**config.mk**
```make
export PLATFORM = sky130hd
export DESIGN_NAME = fifo_flags
export DESIGN_NICKNAME = d
export VERILOG_FILES = /design/src/rtl/fifo_flags.sv
export SDC_FILE = /design/constraint.sdc
export NUM_CORES = 1
export LEC_CHECK = 0
export ABC_AREA = 1
export CORE_ASPECT_RATIO = 0.5
export CORE_MARGIN = 2
export CORE_UTILIZATION = 36
export CTS_CLUSTER_DIAMETER = 100
export DETAILED_ROUTE_END_ITERATION = 10
export SLEW_MARGIN = 0
export SYNTH_ARGS = -nofsm -noshare
export SYNTH_HDL_FRONTEND = slang
export SYNTH_SLANG_ARGS = --single-unit
```
**constraint.sdc**
```tcl
create_clock -name clk -period 5.9 [get_ports clk]
set_input_delay 1.18 -clock clk [delete_from_list [all_inputs] [get_ports clk]]
set_output_delay 1.18 -clock clk [all_outputs]
set_load 0.01 [all_outputs]
```
**src/rtl/fifo_flags.sv**
```systemverilog
// Parametrised synchronous FIFO with optional first-word-fall-through read,
// programmable almost-full/almost-empty thresholds, flush and sticky error flags.
module fifo_flags #(
    parameter int unsigned WIDTH    = 32,
    parameter int unsigned DEPTH    = 32,
    parameter int unsigned FWFT     = 0,
    parameter int unsigned AF_LEVEL = DEPTH - 2,
    parameter int unsigned AE_LEVEL = 2
) (
    input  logic                     clk,
    input  logic                     rst,
    input  logic                     flush,
    input  logic                     clr_err,
    input  logic                     wr,
    input  logic [WIDTH-1:0]         din,
    input  logic                     rd,
    output logic [WIDTH-1:0]         dout,
    output logic                     empty,
    output logic                     full,
    output logic                     almost_empty,
    output logic                     almost_full,
    output logic [$clog2(DEPTH):0]   count,
    output logic                     overflow,
    output logic                     underflow
);

    localparam int unsigned AW = $clog2(DEPTH);
    localparam int unsigned PW = AW + 1;

    logic [WIDTH-1:0] mem [DEPTH];
    logic [PW-1:0]    wr_ptr, rd_ptr;
    logic [PW-1:0]    wr_ptr_nxt, rd_ptr_nxt, cnt_nxt;
    logic             rd_acc, wr_acc;
    logic             ovf_nxt, unf_nxt;
    logic [AW-1:0]    wr_idx, rd_idx;

    assign wr_idx = wr_ptr[AW-1:0];
    assign rd_idx = rd_ptr[AW-1:0];

    // Acceptance, next pointers and next error state; flush masks both requests.
    always_comb begin
        rd_acc     = 1'b0;
        wr_acc     = 1'b0;
        wr_ptr_nxt = wr_ptr;
        rd_ptr_nxt = rd_ptr;
        cnt_nxt    = '0;
        ovf_nxt    = overflow && !clr_err;
        unf_nxt    = underflow && !clr_err;
        if (!flush) begin
            rd_acc = rd && !empty;
            wr_acc = wr && (!full || rd_acc);
            if (wr && !wr_acc) ovf_nxt = 1'b1;
            if (rd && !rd_acc) unf_nxt = 1'b1;
            wr_ptr_nxt = wr_ptr + PW'(wr_acc);
            rd_ptr_nxt = rd_ptr + PW'(rd_acc);
        end else begin
            wr_ptr_nxt = '0;
            rd_ptr_nxt = '0;
        end
        cnt_nxt = wr_ptr_nxt - rd_ptr_nxt;
    end

    // Pointers, status and error flags; status is registered from next-state pointers.
    always_ff @(posedge clk or negedge rst) begin
        if (!rst) begin
            wr_ptr       <= '0;
            rd_ptr       <= '0;
            count        <= '0;
            empty        <= 1'b1;
            full         <= 1'b0;
            almost_empty <= 1'b1;
            almost_full  <= (AF_LEVEL == 0);
            overflow     <= 1'b0;
            underflow    <= 1'b0;
        end else begin
            wr_ptr       <= wr_ptr_nxt;
            rd_ptr       <= rd_ptr_nxt;
            count        <= cnt_nxt;
            empty        <= (cnt_nxt == '0);
            full         <= (cnt_nxt == PW'(DEPTH));
            almost_empty <= (32'(cnt_nxt) <= AE_LEVEL);
            almost_full  <= (32'(cnt_nxt) >= AF_LEVEL);
            overflow     <= ovf_nxt;
            underflow    <= unf_nxt;
        end
    end

    always_ff @(posedge clk) begin
        if (wr_acc) mem[wr_idx] <= din;
    end

    // Show-ahead presents the head word directly; standard mode registers it on read.
    generate
        if (FWFT != 0) begin : g_fwft
            assign dout = mem[rd_idx];
        end else begin : g_std
            always_ff @(posedge clk or negedge rst) begin
                if (!rst)        dout <= '0;
                else if (flush)  dout <= '0;
                else if (rd_acc) dout <= mem[rd_idx];
            end
        end
    endgenerate

endmodule

```
==> results of run 1 <==
## per-stage QoR
stage	setup slack, ps	total power, mW	util, %
after floorplan	2110	10.4	-
after global placement	1450	11.5	38.1
after detailed placement	1480	11.6	38.1
after CTS	2240	18.5	41.0
after global routing	2040	19.1	41.0
final	2150	18.5	41.0
## final cells by class
class,count,area (µm²)
Timing Repair Buffer,130,1060
Clock inverter,68,873
Tap cell,1610,2010
Multi-Input combinational cell,2412,10500
Sequential cell,1080,32200
Fill cell,11100,71100
Clock buffer,125,2680
Inverter,31,143
Antenna cell,9,22.5
## metal layers
layer / routed length, µm / track usage (%)
met5: 58 / 0
met4: 3910 / 6.47
met3: 14400 / 6.29
met2: 57800 / 30.6
met1: 54400 / 28.8
## flip-flops by register name (all words and copies together) (netlist names)
| name | count |
|---|---|
| mem | 1024 |
| dout | 32 |
| count | 6 |
| rd_ptr | 6 |
| wr_ptr | 6 |
| almost_empty | 1 |
| almost_full | 1 |
| empty | 1 |
| full | 1 |
| overflow | 1 |
| underflow | 1 |
## where the power goes
group | switching (mW) | internal, mW | leakage, nW
combinational | 2.11 | 0.710 | 6.28
sequential | 0.0950 | 8.52 | 9.95
clock | 2.94 | 4.08 | 1.73
## worst min-delay path, cell delays in order, from the launching register on
cell	delay (ps)
dfrtp_1	350
nand2_1	50
nand2_1	50
## cell usage in the layout (no fill, tap or decap), drive strengths merged
cell type and instances:
inv 32, bufinv 19, clkinv 44, a211oi 1, nor3 1, clkinvlp 4
dfstp 2, edfxtp 1024, a21oi 165, buf 82, dfrtp 54, o211ai 1
o21bai 2, ha 9, nand2 1538, clkbuf 125, o22ai 1, nand3b 32
o21ai 6, fa 1, nand3 558, xor2 3, nor2 88, nand4 6
clkdlybuf4s50 48, diode 9
## worst max-delay path by stage
| stage | from | endpoint |
|---|---|---|
| after floorplan | flush | mem[10][0]$_DFFE_PP_ |
| after global placement | flush | mem[15][14]$_DFFE_PP_ |
| after detailed placement | flush | mem[15][13]$_DFFE_PP_ |
| after CTS | flush | mem[15][3]$_DFFE_PP_ |
| after global routing | flush | mem[15][9]$_DFFE_PP_ |
| final | flush | mem[15][3]$_DFFE_PP_ |
## cell families (layout without fill, tap and decap cells)
kind of cell | Yosys count | count (layout) | synth area share, %
flip-flops | 1080 | 1080 | 73.4
other | 0 | 9 | 0
adder cells (fa/ha/maj) | 10 | 10 | 0.303
XOR/XNOR | 3 | 3 | 0.0600
AND/OR/NAND/NOR | 2223 | 2223 | 21.0
AO/OA/AOI/OAI | 176 | 176 | 2.04
buffers and inverters | 251 | 354 | 3.17
==> flow_metrics.env, run 1 <==
export IMPL_yosysUniqueCellTypes=28
export IMPL_vias=28800
export IMPL_ys_seq_area_share_pct=73.4
export IMPL_clk_insertion_delay_late_ps=710
export IMPL_cts_made_buffers=102
export IMPL_min_to="dout[10]$_DFFE_PN0P_"
export IMPL_die_h_um=251
export IMPL_die_w_um=497
export IMPL_cts_clk_slew_worst_paths_ps=60
export IMPL_cts_resized=0
export IMPL_gp_congestion=0.914
export IMPL_syn_avg_cell_area_um2=11.7
export IMPL_whs_ps=487
export IMPL_slew_headroom_pct=23.0
export IMPL_synth_seq_cells=1080
export IMPL_fin_crit_sh_pct=63.5
export IMPL_cp_slowest_cell="nor2_4"
export IMPL_yosysTopAreaCell="edfxtp_1"
export IMPL_synth_edff_count=1024
export IMPL_grt_first_pass_wirelength_um=187000
export IMPL_via_per_inst=5.27
export IMPL_cts_max_level=3
export IMPL_final_area_um2=49500
export IMPL_vdd_drop_max_mv=0.268
export IMPL_rr_worst_depth=9
export IMPL_hold_path_cell_count=2
export IMPL_start_util_pct=36.3
export IMPL_final_hold_viol_count=0
export IMPL_timing_rr_end="dout[10]$_DFFE_PN0P_"
export IMPL_drc_errors=0
export IMPL_cp_num_cells=7
export IMPL_num_rows=90
export IMPL_wire_per_inst_um=23.9
export IMPL_start_kind="input pin"
export IMPL_arrival_ps=4060
export IMPL_place_area_um2=45900
export IMPL_reg2reg_setup_slack_ps=2300
export IMPL_antenna_found_initial=24
export IMPL_fin_cells=5465
export IMPL_ioPinCount=82
export IMPL_grt_use_total_pct=20.6
export IMPL_crit_fanout=32
export IMPL_port_buffers=81
export IMPL_syn_nets=3791
export IMPL_grt_pass1_vias=26700
export IMPL_setup_violations=0
export IMPL_path_cells="clkdlybuf4s50_1, nor2_1, inv_1, nor2_1, buf_4, nand4_1, nor2_4"
export IMPL_fin_skew_ps=27.8
export IMPL_postRouteAntennaNets=0
export IMPL_critPathKind="in2reg"
export IMPL_grt_max_degree=249
export IMPL_dieArea_um2=125000
export IMPL_worstPathRequired_ps=6220
export IMPL_cp_end_kind="register"
export IMPL_grt_overflow=0
export IMPL_synth_flop_cell="edfxtp_1"
export IMPL_worst_slew_pin_slew_ps=1150
export IMPL_timing_rr_start="rd_ptr[0]$_DFF_PN0_"
export IMPL_hold_buffers=0
export IMPL_fin_setup_tns_ps=0
export IMPL_post_cts_buffers=0
export IMPL_p_leak_nw=18.0
export IMPL_crit_buf_inv=3
export IMPL_cp_slowest_stage_delay_ps=990
export IMPL_clock_sinks=1080
export IMPL_power_density_nw_per_um2=373
export IMPL_cts_tree="yes"
export IMPL_clock_path_buffers=3
export IMPL_nNetsFinal=3805
export IMPL_yosysWarningCount=0
export IMPL_fmax_mhz=267
export IMPL_dp_cells=5263
export IMPL_syn2layout_area_growth_pct=13.0
export IMPL_drtIter0Drc=3747
export IMPL_synth_top_area_share_pct=70.2
export IMPL_synth_cells=3743
export IMPL_yosysMostFrequentCell="nand2_1"
export IMPL_period_needed_ps=3750
export IMPL_layout_drive_gt1_share_pct=7.49
export IMPL_critical_path_top_delay_family="simple AND/OR/NAND/NOR gates"
export IMPL_dp_hpwl_um=76700
export IMPL_outcome="finished clean"
export IMPL_async_flop_share_pct=5.19
export IMPL_synth_area_leaders="edfxtp_1 (70%), nand2_1 (13%), nand3_1 (6.4%)"
export IMPL_rsz0062_at_grt="no"
export IMPL_cap_violations=0
export IMPL_synth_common_cells="nand2_1 (1,538), edfxtp_1 (1,024), nand3_1 (558), a21oi_1 (165), buf_2 (116)"
export IMPL_cp_common_cell="nor2_1"
export IMPL_slew_violations=0
export IMPL_cts_root_buffer="clkbuf_16"
export IMPL_hold_start="dout[10]$_DFFE_PN0P_"
export IMPL_synth_area_um2=43800
export IMPL_drtPass1Iterations=6
export IMPL_hp_class="reg2reg"
export IMPL_core_area_um2=121000
export IMPL_totalWireLength_um=131000
No activity file was read; power rests on OpenSTA's default activity.
==> inputs of run 2 (changes only) <==
Clock period 5.9 ns to 3.8 ns, I/O delays scaled along.
==> run 2 against run 1 <==
Against the previous run:
- count of clock-buffer cells in the layout up 2
- sequential share of layout area down 1.1 points
- clock power up 51%
- die area unchanged
- core utilization up 0.74 points
- final area up 1.8%
- wire length down 6.4%
- combinational power up 48%
- global-route usage down 1.3 points
- critical path depth up 8
- highest routed layer is now met4
- largest power group unchanged
- clock skew down 6.4 ps
- hold slack worse by 260 ps
==> flow_metrics.env, run 2 (synthesis results as in run 1) <==
export IMPL_via_per_inst=5.18
export IMPL_start_kind="input pin"
export IMPL_postRouteAntennaNets=0
export IMPL_die_h_um=251
export IMPL_syn2layout_area_growth_pct=15.0
export IMPL_clock_sinks=1080
export IMPL_hp_class="in2async"
export IMPL_cp_end_kind="register"
export IMPL_cts_max_level=3
export IMPL_final_util_pct=41.8
export IMPL_antenna_cells=0
export IMPL_dieArea_um2=125000
export IMPL_worstPathRequired_ps=4400
export IMPL_cts_root_buffer="clkbuf_16"
export IMPL_drtPass1Iterations=5
export IMPL_top_register="mem"
export IMPL_p_leak_nw=18.4
export IMPL_fmax_mhz=336
export IMPL_die_w_um=497
export IMPL_cp_common_cell="ha_1"
export IMPL_cap_violations=0
export IMPL_num_rows=90
export IMPL_antenna_found_initial=4
export IMPL_path_cells="clkdlybuf4s50_1, nand2_1, nand2_1, inv_1, nor2_1, ha_1, ha_1, o21ai_0, a21oi_1, ha_1, a21oi_1, o21ai_0, xor2_1, nand4_1, nor2_1"
export IMPL_slew_violations=0
export IMPL_largest_reg_flops=1024
export IMPL_core_area_um2=121000
export IMPL_grt_overflow=0
export IMPL_drtIter0Drc=3231
export IMPL_dp_hpwl_um=68500
export IMPL_hold_buffers=0
export IMPL_clk_insertion_delay_late_ps=670
export IMPL_critPathKind="in2reg"
export IMPL_crit_buf_inv=2
export IMPL_arrival_ps=3580
export IMPL_cp_slowest_stage_delay_ps=480
export IMPL_cp_slowest_cell="clkdlybuf4s50_1"
export IMPL_gp_congestion=0.836
export IMPL_period_needed_ps=2980
export IMPL_slew_headroom_pct=22.0
export IMPL_nNetsFinal=3876
export IMPL_whs_ps=224
export IMPL_cts_clk_slew_worst_paths_ps=60
export IMPL_post_cts_buffers=0
export IMPL_rr_worst_depth=15
export IMPL_fillerInstances=11100
export IMPL_grt_pass1_vias=27500
export IMPL_fin_crit_sh_pct=78.4
export IMPL_grt_first_pass_wirelength_um=181000
export IMPL_timing_rr_start="empty$_DFF_PN1_"
export IMPL_multi_input_area_um2=10500
export IMPL_critical_path_top_delay_family="adder cells"
export IMPL_vias=28600
export IMPL_grt_max_degree=219
export IMPL_ioPinCount=82
export IMPL_area_sequential_um2=32200
export IMPL_fin_skew_ps=21.3
export IMPL_wire_per_inst_um=22.1
export IMPL_grt_use_total_pct=19.3
export IMPL_layout_drive_gt1_share_pct=8.56
export IMPL_totalWireLength_um=122000
export IMPL_outcome="finished clean"
export IMPL_start_util_pct=36.3
export IMPL_reg_top3="mem x1024, dout x32"
export IMPL_setup_violations=0
export IMPL_final_hold_viol_count=0
export IMPL_final_cell_mix="nand2_1 (1,537), edfxtp_1 (1,024), nand3_1 (558)"
export IMPL_clock_path_buffers=3
export IMPL_cts_resized=0
export IMPL_layout_commonest_cell="nand2_1"
export IMPL_timing_rr_end="full$_DFF_PN0_"
export IMPL_port_buffers=81
export IMPL_worst_slew_pin_slew_ps=1170
export IMPL_fin_setup_tns_ps=0
export IMPL_drc_errors=0
export IMPL_crit_fanout=4
export IMPL_cts_made_buffers=102
export IMPL_vdd_drop_max_mv=0.388
export IMPL_cts_tree="yes"
export IMPL_power_density_nw_per_um2=558
export IMPL_rsz0062_at_grt="no"
export IMPL_reg2reg_setup_slack_ps=840
## run 2: changes by cell type in the layout (fill, tap and decap cells not counted), moves of 2 or more
cell	delta
clkbuf_1	+3
diode_2	-9
buf_12	+33
bufinv_16	-2
buf_2	-17
clkinvlp_4	-2
buf_4	+38
clkdlybuf4s50_1	+17
## run 2: metrics by stage
stage          power [mW]  setup WS (ps)  cells  cell area (µm²)
6_report             28.1            820   5524            50400
5_1_grt              29.1            483   5524            50400
4_1_cts              28.2            836   5524            50400
3_5_place_dp         17.8            187   5334            46900
3_3_place_gp         17.7            203   5334            46900
2_1_floorplan        16.1            430   3743            43800
## run 2: worst max path at each step
stage,from,endpoint,slack [ps],cells after the start
3_3_place_gp,rd,empty$_DFF_PN1_,200,19
4_1_cts,empty$_DFF_PN1_,almost_full$_DFF_PN0_,840,19
5_1_grt,empty$_DFF_PN1_,empty$_DFF_PN1_,480,19
6_report,rd,full$_DFF_PN0_,820,15
2_1_floorplan,flush,mem[10][0]$_DFFE_PP_,430,6
3_5_place_dp,rd,almost_full$_DFF_PN0_,190,18
## run 2: cell type report
cell class,count,share of cell area [%]
clock inverters,63,1.50
flip-flops and latches,1080,63.9
well taps,1610,4.00
inverters,31,0.283
clock buffers,127,5.32
multi-input cells,2412,20.9
repair buffers,201,4.16
## run 2: worst register-to-register path: cells and delay by family, from the launching register on
kind                       cells  cell delay (ps)
xor gates and xnor gates       1              250
buffers and inverters          2              140
DFF                            1              550
and+or+nand+nor                5              610
adders and majority gates      3              800
AOI/OAI and AO/OA              4              540
## run 2: power by group
part / leakage (nW) / switching [mW] / internal (mW)
Combinational: 6.74 / 2.99 / 1.18
Sequential: 9.95 / 0.125 / 13.2
Clock: 1.69 / 4.41 / 6.15
Total: 18.4 / 7.53 / 20.6
## run 2: metal layers
| metal | wire (µm) | GRT usage (%) | vias to the layer above |
|---|---|---|---|
| met5 | 0 | 0 | - |
| met4 | 2810 | 5.22 | 0 |
| met3 | 9440 | 3.62 | 169 |
| met2 | 56300 | 30.5 | 1073 |
| met1 | 53700 | 27.3 | 14200 |
| li1 | - | - | 13100 |
